[src/rtl/fetch_stage_pkg.sv]
// Shared constants for the fetch stage: next-PC select codes and the bubble encoding.
package fetch_stage_pkg;

   localparam logic [1:0]  PCSEL_PLUS4 = 2'd0;
   localparam logic [1:0]  PCSEL_ALU   = 2'd1;
   localparam logic [31:0] NOP_ENC     = 32'h0000_0013;  // addi x0,x0,0

endpackage

[src/rtl/fetch_stage_if.sv]
// Fetch-stage bus: redirect/control inputs, icache port, I/X stage outputs and debug state.
interface fetch_stage_if;

   logic [1:0]  pc_sel;
   logic [31:0] alu_out;
   logic        inst_kill;
   logic        stall;
   logic [31:0] icache_dout;
   logic [31:0] icache_addr;
   logic        icache_re;
   logic [31:0] inst_I;
   logic [31:0] pc_I;
   logic [31:0] pc_X;
   logic [31:0] cycle_cnt;
   logic [31:0] fetch_cnt;
   logic [1:0]  state;

   modport master (
      input  pc_sel, alu_out, inst_kill, stall, icache_dout,
      output icache_addr, icache_re, inst_I, pc_I, pc_X, cycle_cnt, fetch_cnt, state
   );

   modport slave (
      output pc_sel, alu_out, inst_kill, stall, icache_dout,
      input  icache_addr, icache_re, inst_I, pc_I, pc_X, cycle_cnt, fetch_cnt, state
   );

endinterface

[src/rtl/fetch_stage.sv]
// Instruction fetch stage: next-PC selection, I/X PC registers, redirect-while-stalled
// FSM (BOOT/RUN/PEND) and cycle/fetch counters.
module fetch_stage
   import fetch_stage_pkg::*;
#(
   parameter logic [31:0] RESET_PC = 32'h0000_2000,
   parameter logic [31:0] NOP_INST = NOP_ENC
) (
   input  logic          clk,
   input  logic          reset,
   fetch_stage_if.master bus
);

   typedef enum logic [1:0] {
      S_BOOT = 2'd0,
      S_RUN  = 2'd1,
      S_PEND = 2'd2
   } fetch_state_t;

   fetch_state_t state_q;
   logic [31:0]  pc_q;
   logic [31:0]  pc_x_q;
   logic [31:0]  redir_q;
   logic [31:0]  cycle_q;
   logic [31:0]  fetch_q;
   logic [31:0]  target;
   logic [31:0]  pc_next;
   logic         take_alu;
   logic         unused_alu_lsb;

   assign target         = {bus.alu_out[31:2], 2'b00};
   assign unused_alu_lsb = ^bus.alu_out[1:0];
   assign take_alu       = (bus.pc_sel == PCSEL_ALU);

   // pc_I always holds the address the icache is returning data for this cycle.
   always_comb begin
      pc_next = pc_q;
      if (reset) begin
         pc_next = RESET_PC;
      end else begin
         case (state_q)
            S_RUN:   pc_next = bus.stall ? pc_q : (take_alu ? target : pc_q + 32'd4);
            S_PEND:  pc_next = bus.stall ? pc_q : redir_q;
            default: pc_next = pc_q;
         endcase
      end
   end

   always_ff @(posedge clk) begin
      if (reset) begin
         state_q <= S_BOOT;
         pc_q    <= RESET_PC;
         pc_x_q  <= 32'd0;
         redir_q <= 32'd0;
         cycle_q <= 32'd0;
         fetch_q <= 32'd0;
      end else begin
         pc_q    <= pc_next;
         cycle_q <= cycle_q + 32'd1;
         if (!bus.stall) pc_x_q <= pc_q;
         if (!bus.stall && state_q == S_RUN && !bus.inst_kill) fetch_q <= fetch_q + 32'd1;
         case (state_q)
            S_BOOT: state_q <= S_RUN;
            S_RUN: begin
               // A redirect seen while stalled is parked until the stall drops.
               if (bus.stall && take_alu) begin
                  redir_q <= target;
                  state_q <= S_PEND;
               end
            end
            S_PEND:  if (!bus.stall) state_q <= S_RUN;
            default: state_q <= S_BOOT;
         endcase
      end
   end

   assign bus.icache_addr = pc_next;
   assign bus.icache_re   = ~reset;
   assign bus.inst_I      = (state_q != S_RUN || bus.inst_kill) ? NOP_INST : bus.icache_dout;
   assign bus.pc_I        = pc_q;
   assign bus.pc_X        = pc_x_q;
   assign bus.cycle_cnt   = cycle_q;
   assign bus.fetch_cnt   = fetch_q;
   assign bus.state       = state_q;

endmodule

[src/flat_wrapper.sv]
// flat-port wrapper written by rule: the top's interface ports become plain ports
module fetch_stage_flat import fetch_stage_pkg::*;
#(
   parameter logic [31:0] RESET_PC = 32'h0000_2000,
   parameter logic [31:0] NOP_INST = NOP_ENC
)
  (clk, reset, bus_pc_sel, bus_alu_out, bus_inst_kill, bus_stall, bus_icache_dout, bus_icache_addr, bus_icache_re, bus_inst_I, bus_pc_I, bus_pc_X, bus_cycle_cnt, bus_fetch_cnt, bus_state);
  fetch_stage_if bus_i ();
  input  logic clk;
  input  logic reset;
  input wire logic [$bits(bus_i.pc_sel)-1:0] bus_pc_sel;
  input wire logic [$bits(bus_i.alu_out)-1:0] bus_alu_out;
  input wire logic [$bits(bus_i.inst_kill)-1:0] bus_inst_kill;
  input wire logic [$bits(bus_i.stall)-1:0] bus_stall;
  input wire logic [$bits(bus_i.icache_dout)-1:0] bus_icache_dout;
  output wire logic [$bits(bus_i.icache_addr)-1:0] bus_icache_addr;
  output wire logic [$bits(bus_i.icache_re)-1:0] bus_icache_re;
  output wire logic [$bits(bus_i.inst_I)-1:0] bus_inst_I;
  output wire logic [$bits(bus_i.pc_I)-1:0] bus_pc_I;
  output wire logic [$bits(bus_i.pc_X)-1:0] bus_pc_X;
  output wire logic [$bits(bus_i.cycle_cnt)-1:0] bus_cycle_cnt;
  output wire logic [$bits(bus_i.fetch_cnt)-1:0] bus_fetch_cnt;
  output wire logic [$bits(bus_i.state)-1:0] bus_state;
  assign bus_i.pc_sel = bus_pc_sel;
  assign bus_i.alu_out = bus_alu_out;
  assign bus_i.inst_kill = bus_inst_kill;
  assign bus_i.stall = bus_stall;
  assign bus_i.icache_dout = bus_icache_dout;
  assign bus_icache_addr = bus_i.icache_addr;
  assign bus_icache_re = bus_i.icache_re;
  assign bus_inst_I = bus_i.inst_I;
  assign bus_pc_I = bus_i.pc_I;
  assign bus_pc_X = bus_i.pc_X;
  assign bus_cycle_cnt = bus_i.cycle_cnt;
  assign bus_fetch_cnt = bus_i.fetch_cnt;
  assign bus_state = bus_i.state;
  fetch_stage #(.RESET_PC(RESET_PC), .NOP_INST(NOP_INST)) u_core (.clk(clk), .reset(reset), .bus(bus_i));
endmodule
[config.mk]
export PLATFORM = sky130hd
export DESIGN_NAME = fetch_stage_flat
export DESIGN_NICKNAME = d
export VERILOG_FILES = /design/src/rtl/fetch_stage_pkg.sv /design/src/rtl/fetch_stage_if.sv /design/src/rtl/fetch_stage.sv /design/src/flat_wrapper.sv
export SDC_FILE = /design/constraint.sdc
export NUM_CORES = 1
export LEC_CHECK = 0
export BUFFER_PORTS_ARGS = -buffer_cell sky130_fd_sc_hd__buf_4
export CORE_MARGIN = 3
export CORE_UTILIZATION = 46
export CTS_CLUSTER_DIAMETER = 50
export DETAILED_ROUTE_END_ITERATION = 10
export PLACE_DENSITY = 0.81
export SLEW_MARGIN = 20
export SYNTH_ARGS = -nofsm -noshare
export SYNTH_HDL_FRONTEND = slang
export SYNTH_SLANG_ARGS = --single-unit
[constraint.sdc]
create_clock -name clk -period 2.3 [get_ports clk]
set_clock_uncertainty 0.05 [all_clocks]
set_input_delay 0.23 -clock clk [delete_from_list [all_inputs] [get_ports clk]]
set_output_delay 0.23 -clock clk [all_outputs]
set_load 0.02 [all_outputs]
Word level (Yosys, flattened, before mapping)
Index checks and enable logic that the tools add are counted.
{"block": "word_totals", "ff_bits": 160, "inputBits": 70, "output_inout_bits": 195, "word_cells": 34}
{"block": "op_classes", "addsub": 3, "eq_ne": 6, "n_mux": 9, "n_bitwise": 1, "n_reduce_logical": 9}
{"op": "$mux 32", "count": 5}
{"op": "$add 32x1->32 const B", "count": 2}
{"op": "$pmux 32 s2", "count": 1}
{"op": "$add 32x3->32 const B", "count": 1}
{"op": "$pmux 2 s3", "count": 1}
{"op": "$eq 2x1->1 const B", "count": 2}
{"op": "$mux 2", "count": 2}
{"op": "$ne 2x2->1 const B", "count": 2}
{"op": "$reduce_and 2->1", "count": 2}
{"op": "$logic_and 1x1->1", "count": 3}
{"op": "$eq 2x2->1 const B", "count": 1}
{"op": "$logic_not 1->1", "count": 2}
{"op": "$logic_not 2->1", "count": 1}
{"op": "$ne 2x1->1 const B", "count": 1}
{"op": "$logic_or 1x1->1", "count": 1}
{"op": "$not 1->1", "count": 1}

Depth between registers and ports, before layout
{"block": "logic_depth", "depth_word": 5, "depth_mapped": 10, "ltp_nobuf": 7}

Least setup slack after synthesis
No wires, ideal clock.
{"block": "synth_path", "path_type": "register -> output", "from": "register u_core.pc_q[2], in the netlist u_core.bus.pc_I[2]", "to": "output port bus_icache_addr[28]", "arrival_ps": 2343, "required_ps": 2020, "slack_ps": -323, "stages_incl_launch_ff": 8, "path_buffers": 1, "cell_sequence": "dfxtp_1 -> ha_1 -> clkbuf_1 -> inv_1 -> or4_4 -> nor2_1 -> a21oi_1 -> a211oi_1"}
{"block": "synth_between", "elab_chain_cells": 5}
{"element": "from (decl)", "line_no": "fetch_stage.sv:21", "rtl": "logic [31:0] pc_q;"}
{"element": "from (signal assigned)", "line_no": "fetch_stage.sv:58", "rtl": "pc_q <= pc_next;"}
{"element": "$add 32x3->32", "line_no": "fetch_stage.sv:42", "rtl": "S_RUN: pc_next = bus.stall ? pc_q : (take_alu ? target : pc_q + 32'd4);"}
{"element": "$mux 32 (2 in a row)", "line_no": "fetch_stage.sv:42"}
{"element": "$pmux 32 s2", "line_no": "fetch_stage.sv:41", "rtl": "case (state_q)"}
{"element": "$mux 32", "line_no": "fetch_stage.sv:38", "rtl": "if (reset) begin"}
{"element": "to (decl)", "line_no": "flat_wrapper.sv:16", "rtl": "output wire logic [$bits(bus_i.icache_addr)-1:0] bus_icache_addr;"}
No other way between the ends.

Worst setup path after layout
{"block": "layout_path", "from": "register u_core.pc_q[2], in the netlist u_core.bus.pc_I[2]", "to": "output port bus_icache_addr[14]"}
The elaborated chain is that of the path after synthesis.

==> reports/results.ini <==
[status]
outcome = complete, but fails checks
violations = negative hold slack, negative setup slack

[worst_setup_path]
crit_chain = ha_4, inv_2, or4_4, mux2_4, a222oi_1, buf_4, nor2_4, buf_6
max_stage_delay_ns = 0.49
slowest_stage = or4_4
timing_worst_setup_path_type = register to output port
worstPathArrival_ns = 2.56
crit_family = simple AND/OR/NAND/NOR gates
rr_worst_depth = 12
end_kind = output port
cp_max_fo = 2
cp.depth = 8
cp.required_ns = 2.02
critPathBufInv = 3
startpoint_type = register

[clock_network]
max-clock-path-buffers = 2
cts_tree = yes
cts.clk_slew.worst_paths_ns = 0.07
clock_sinks = 160
cts.root.buffer_cell = clkbuf_16
clkLatencyLatePin_ns = 0.43
numCtsBuffers = 17
h-tree-depth = 4

[route]
detail-route-antenna-nets = 0
avgRoutedWirePerCell_um = 20.71
drt_wl_total_mm = 33.25
drtIter0Drc = 802
drt-pass1-iter-count = 5
drc = 0
via_count = 9604
vias_per_cell = 5.984

[timing]
holdWs_ns = -0.004037
finalSetupViolCount = 32
post-route-min-period_ns = 2.842
hold_violations = 1
rsz0062_at_grt = yes
tightestPinTransition_ns = 0.6037
slew_violations = 0
relSlewSlack_pct = 59.75
max_freq_mhz = 351.9
setup_ws_ns = -0.5421
finalCritPeriodShare_pct = 123.6

[min_path]
hold_class = input port to register
worst_hold_path.num_cells = 3

[pwr]
static-leakage-power_uw = 0.005532
switching_share_pct = 30.28
powerDensity_nw_per_um2 = 579.4
vdd_drop_max_mv = 0.5643
p_int_uw = 5301
pwr-share-clk_pct = 38.1
p_comb_share_pct = 23.7
pwr-share-seq_pct = 38.2
power_switching_uw = 2302

[place]
place_area_um2 = 10940
place_congestion = 0.9340
dp_hpwl_mm = 21.23
dp_slack_ns = -0.09632
numPortBuffers = 262
dpl.cell_count = 1510

[die]
core-area_um2 = 16940
die_h_um = 138.8
dieArea_um2 = 19270
start_util_pct = 47.90
rows = 47
io_pins = 265
die_w_um = 138.8

[logic_synthesis]
synth_cells = 1000
synthDistinctLibCells = 66
yosysTopAreaCellShare_pct = 39.48
synthAdderAreaFrac_pct = 1.080
synth-seq-cells = 160
yosys-top-cells-area = dfxtp_1 39%, nor2_1 5.7%, nand2_1 5.2%
synth-simple-area-share_pct = 27.75
syn_nets = 1077
avgSynthCellArea_um2 = 8.113
synth_compound_area_share_pct = 16.02
synth_xor_area_share_pct = 6.585
yosys_warnings = 0
ys_async_sr_fraction_pct = 0
synth_seq_area_share_pct = 39.48
synth_mux_area_share_pct = 5.074
synth_edf_count = 0
synth_top_cell_by_area = dfxtp_1
syn-cell-area_um2 = 8113
synth_ff_type = dfxtp_1
synth_top_family_by_area = simple AND/OR/NAND/NOR gates

[finish]
multi_input_area_um2 = 5326
area_growth_pct = 61.75
design_area_um2 = 13120
final_layout_size_suffix_gt1_share_pct = 44.40
antenna_cells = 0
utilization_pct = 77.48
fill_cells = 1111
seq_area_um2 = 3236
finalNonFillerCells = 1605
nets = 1449

[global_routing]
grt_pass1_vias = 9212
grt_max_degree = 56
gr-total-overflow = 0
grt_antenna_before_repair = 0
top_usage_layer = met2
grtUsageMet1_pct = 36.75
use_met3_pct = 7.000
grt_pass1_wl_mm = 48.13
globalRouteMet2Util_pct = 51.70
grt.total_usage_pct = 30.67

[job]
maxCapViolCount = 0

final timing paths:
kind	start	end	slack, ns
worst min-delay path	bus_alu_out[30]	u_core.redir_q[30]	-0.004
worst min register to register	u_core.redir_q[30]	u_core.redir_q[30]	0.41
worst max-delay path	u_core.bus.pc_I[2]	bus_icache_addr[14]	-0.54
worst max register to register	u_core.bus.state[1]	u_core.bus.pc_I[26]	0.09
metal layers:
layer	up-vias	part of all wire (%)
met5	-	0
met4	0	4.8
met3	144	8.8
met2	634	49
met1	4517	37
li1	4309	-
power groups by stage:
stage	combinational [uW]	sequential (uW)	clock, uW
floorplan	621	3030	0
global placement	1300	2950	0
detailed placement	1310	2950	0
CTS	1550	2900	2890
global route	1870	2910	3010
finish	1800	2900	2900
logic make-up after synthesis:
family / after synthesis
mux: 40
flops: 160
fa+ha+maj: 7
simple gates: 451
compound gates: 198
xor+xnor: 61
buf+inv: 83
synthesized netlist by cell type (all sizes together), types with 4 or more instances:
master,n
or3,4
inv,11
clkbuf,52
mux2i,34
ha,7
xnor2,18
mux2,6
and3,14
and4,11
or4,5
o22ai,12
nand2,112
buf,20
nand2b,8
o2111ai,4
a22oi,12
a21oi,59
nor4,14
o2bb2ai,4
nand3,46
o21ai,37
xor2,43
o211ai,4
nor2b,9
a211o,4
nand4,40
a31oi,8
nor2,124
a22o,9
nor3,15
and2,42
dfxtp,160
a211oi,8
worst reg2reg max path: stages, from the launching register on:
cell       delay, ns
dfxtp_4         0.39
inv_6           0.05
ha_4            0.17
buf_6           0.13
and3b_2         0.26
a22oi_2         0.24
o2bb2ai_2       0.13
a32oi_2         0.21
buf_4           0.16
buf_6           0.09
buf_6           0.08
buf_6           0.08
o31ai_4         0.05
placed cells by master (no fill, tap or decap), types with 6 or more instances in the layout:
master,n
dfxtp_1,142
and3_1,13
inv_1,8
clkbuf_16,19
a22oi_2,6
a22o_1,8
xnor2_1,16
o21ai_2,8
mux2i_1,34
o22ai_1,6
nand3_1,39
o21ai_0,20
a21oi_1,50
inv_6,6
xor2_1,43
buf_4,337
buf_12,7
nand2_1,107
and2_1,20
nor2_1,118
a21oi_2,8
nor2b_1,6
nand4_1,39
nor4_1,8
buf_6,69
and4_1,10
nor3_1,10
nand2b_1,6
and2_4,22
a22oi_1,6
dfxtp_2,14
stage by stage:
stage | setup TNS [ns] | power, uW
final | -8.827 | 7603
after global routing | -10.76 | 7798
after CTS | -6.525 | 7335
after detailed placement | -0.1276 | 4268
after global placement | -0.1072 | 4245
after floorplan | -0.04334 | 3654
repair_timing:
item / in CTS / in global routing
setup endpoints to repair: 64 / 70
resized for setup: 149 / 117
pin swaps: 50 / 61
setup buffers: 42 / 28
endpoints found under the hold margin: 4 / 0
cloned: 3 / 2
hold buffers: 4 / 0
sequential cells by signal, indices dropped and copies added (netlist names):
| signal | flops |
|---|---|
| u_core.bus.cycle_cnt | 32 |
| u_core.bus.fetch_cnt | 32 |
| u_core.bus.pc_I | 32 |
| u_core.bus.pc_X | 32 |
| u_core.bus.state | 2 |
| u_core.redir_q | 30 |
layout make-up:
cell class | instances | share of cell area [%]
Clock buffer | 18 | 3.347
Clock inverter | 14 | 1.182
Inverter | 11 | 0.3909
Multi-Input combinational cell | 757 | 40.59
Sequential cell | 160 | 24.66
Tap cell | 220 | 2.098
Timing Repair Buffer | 425 | 27.74
No activity file was read; power rests on OpenSTA's default activity.
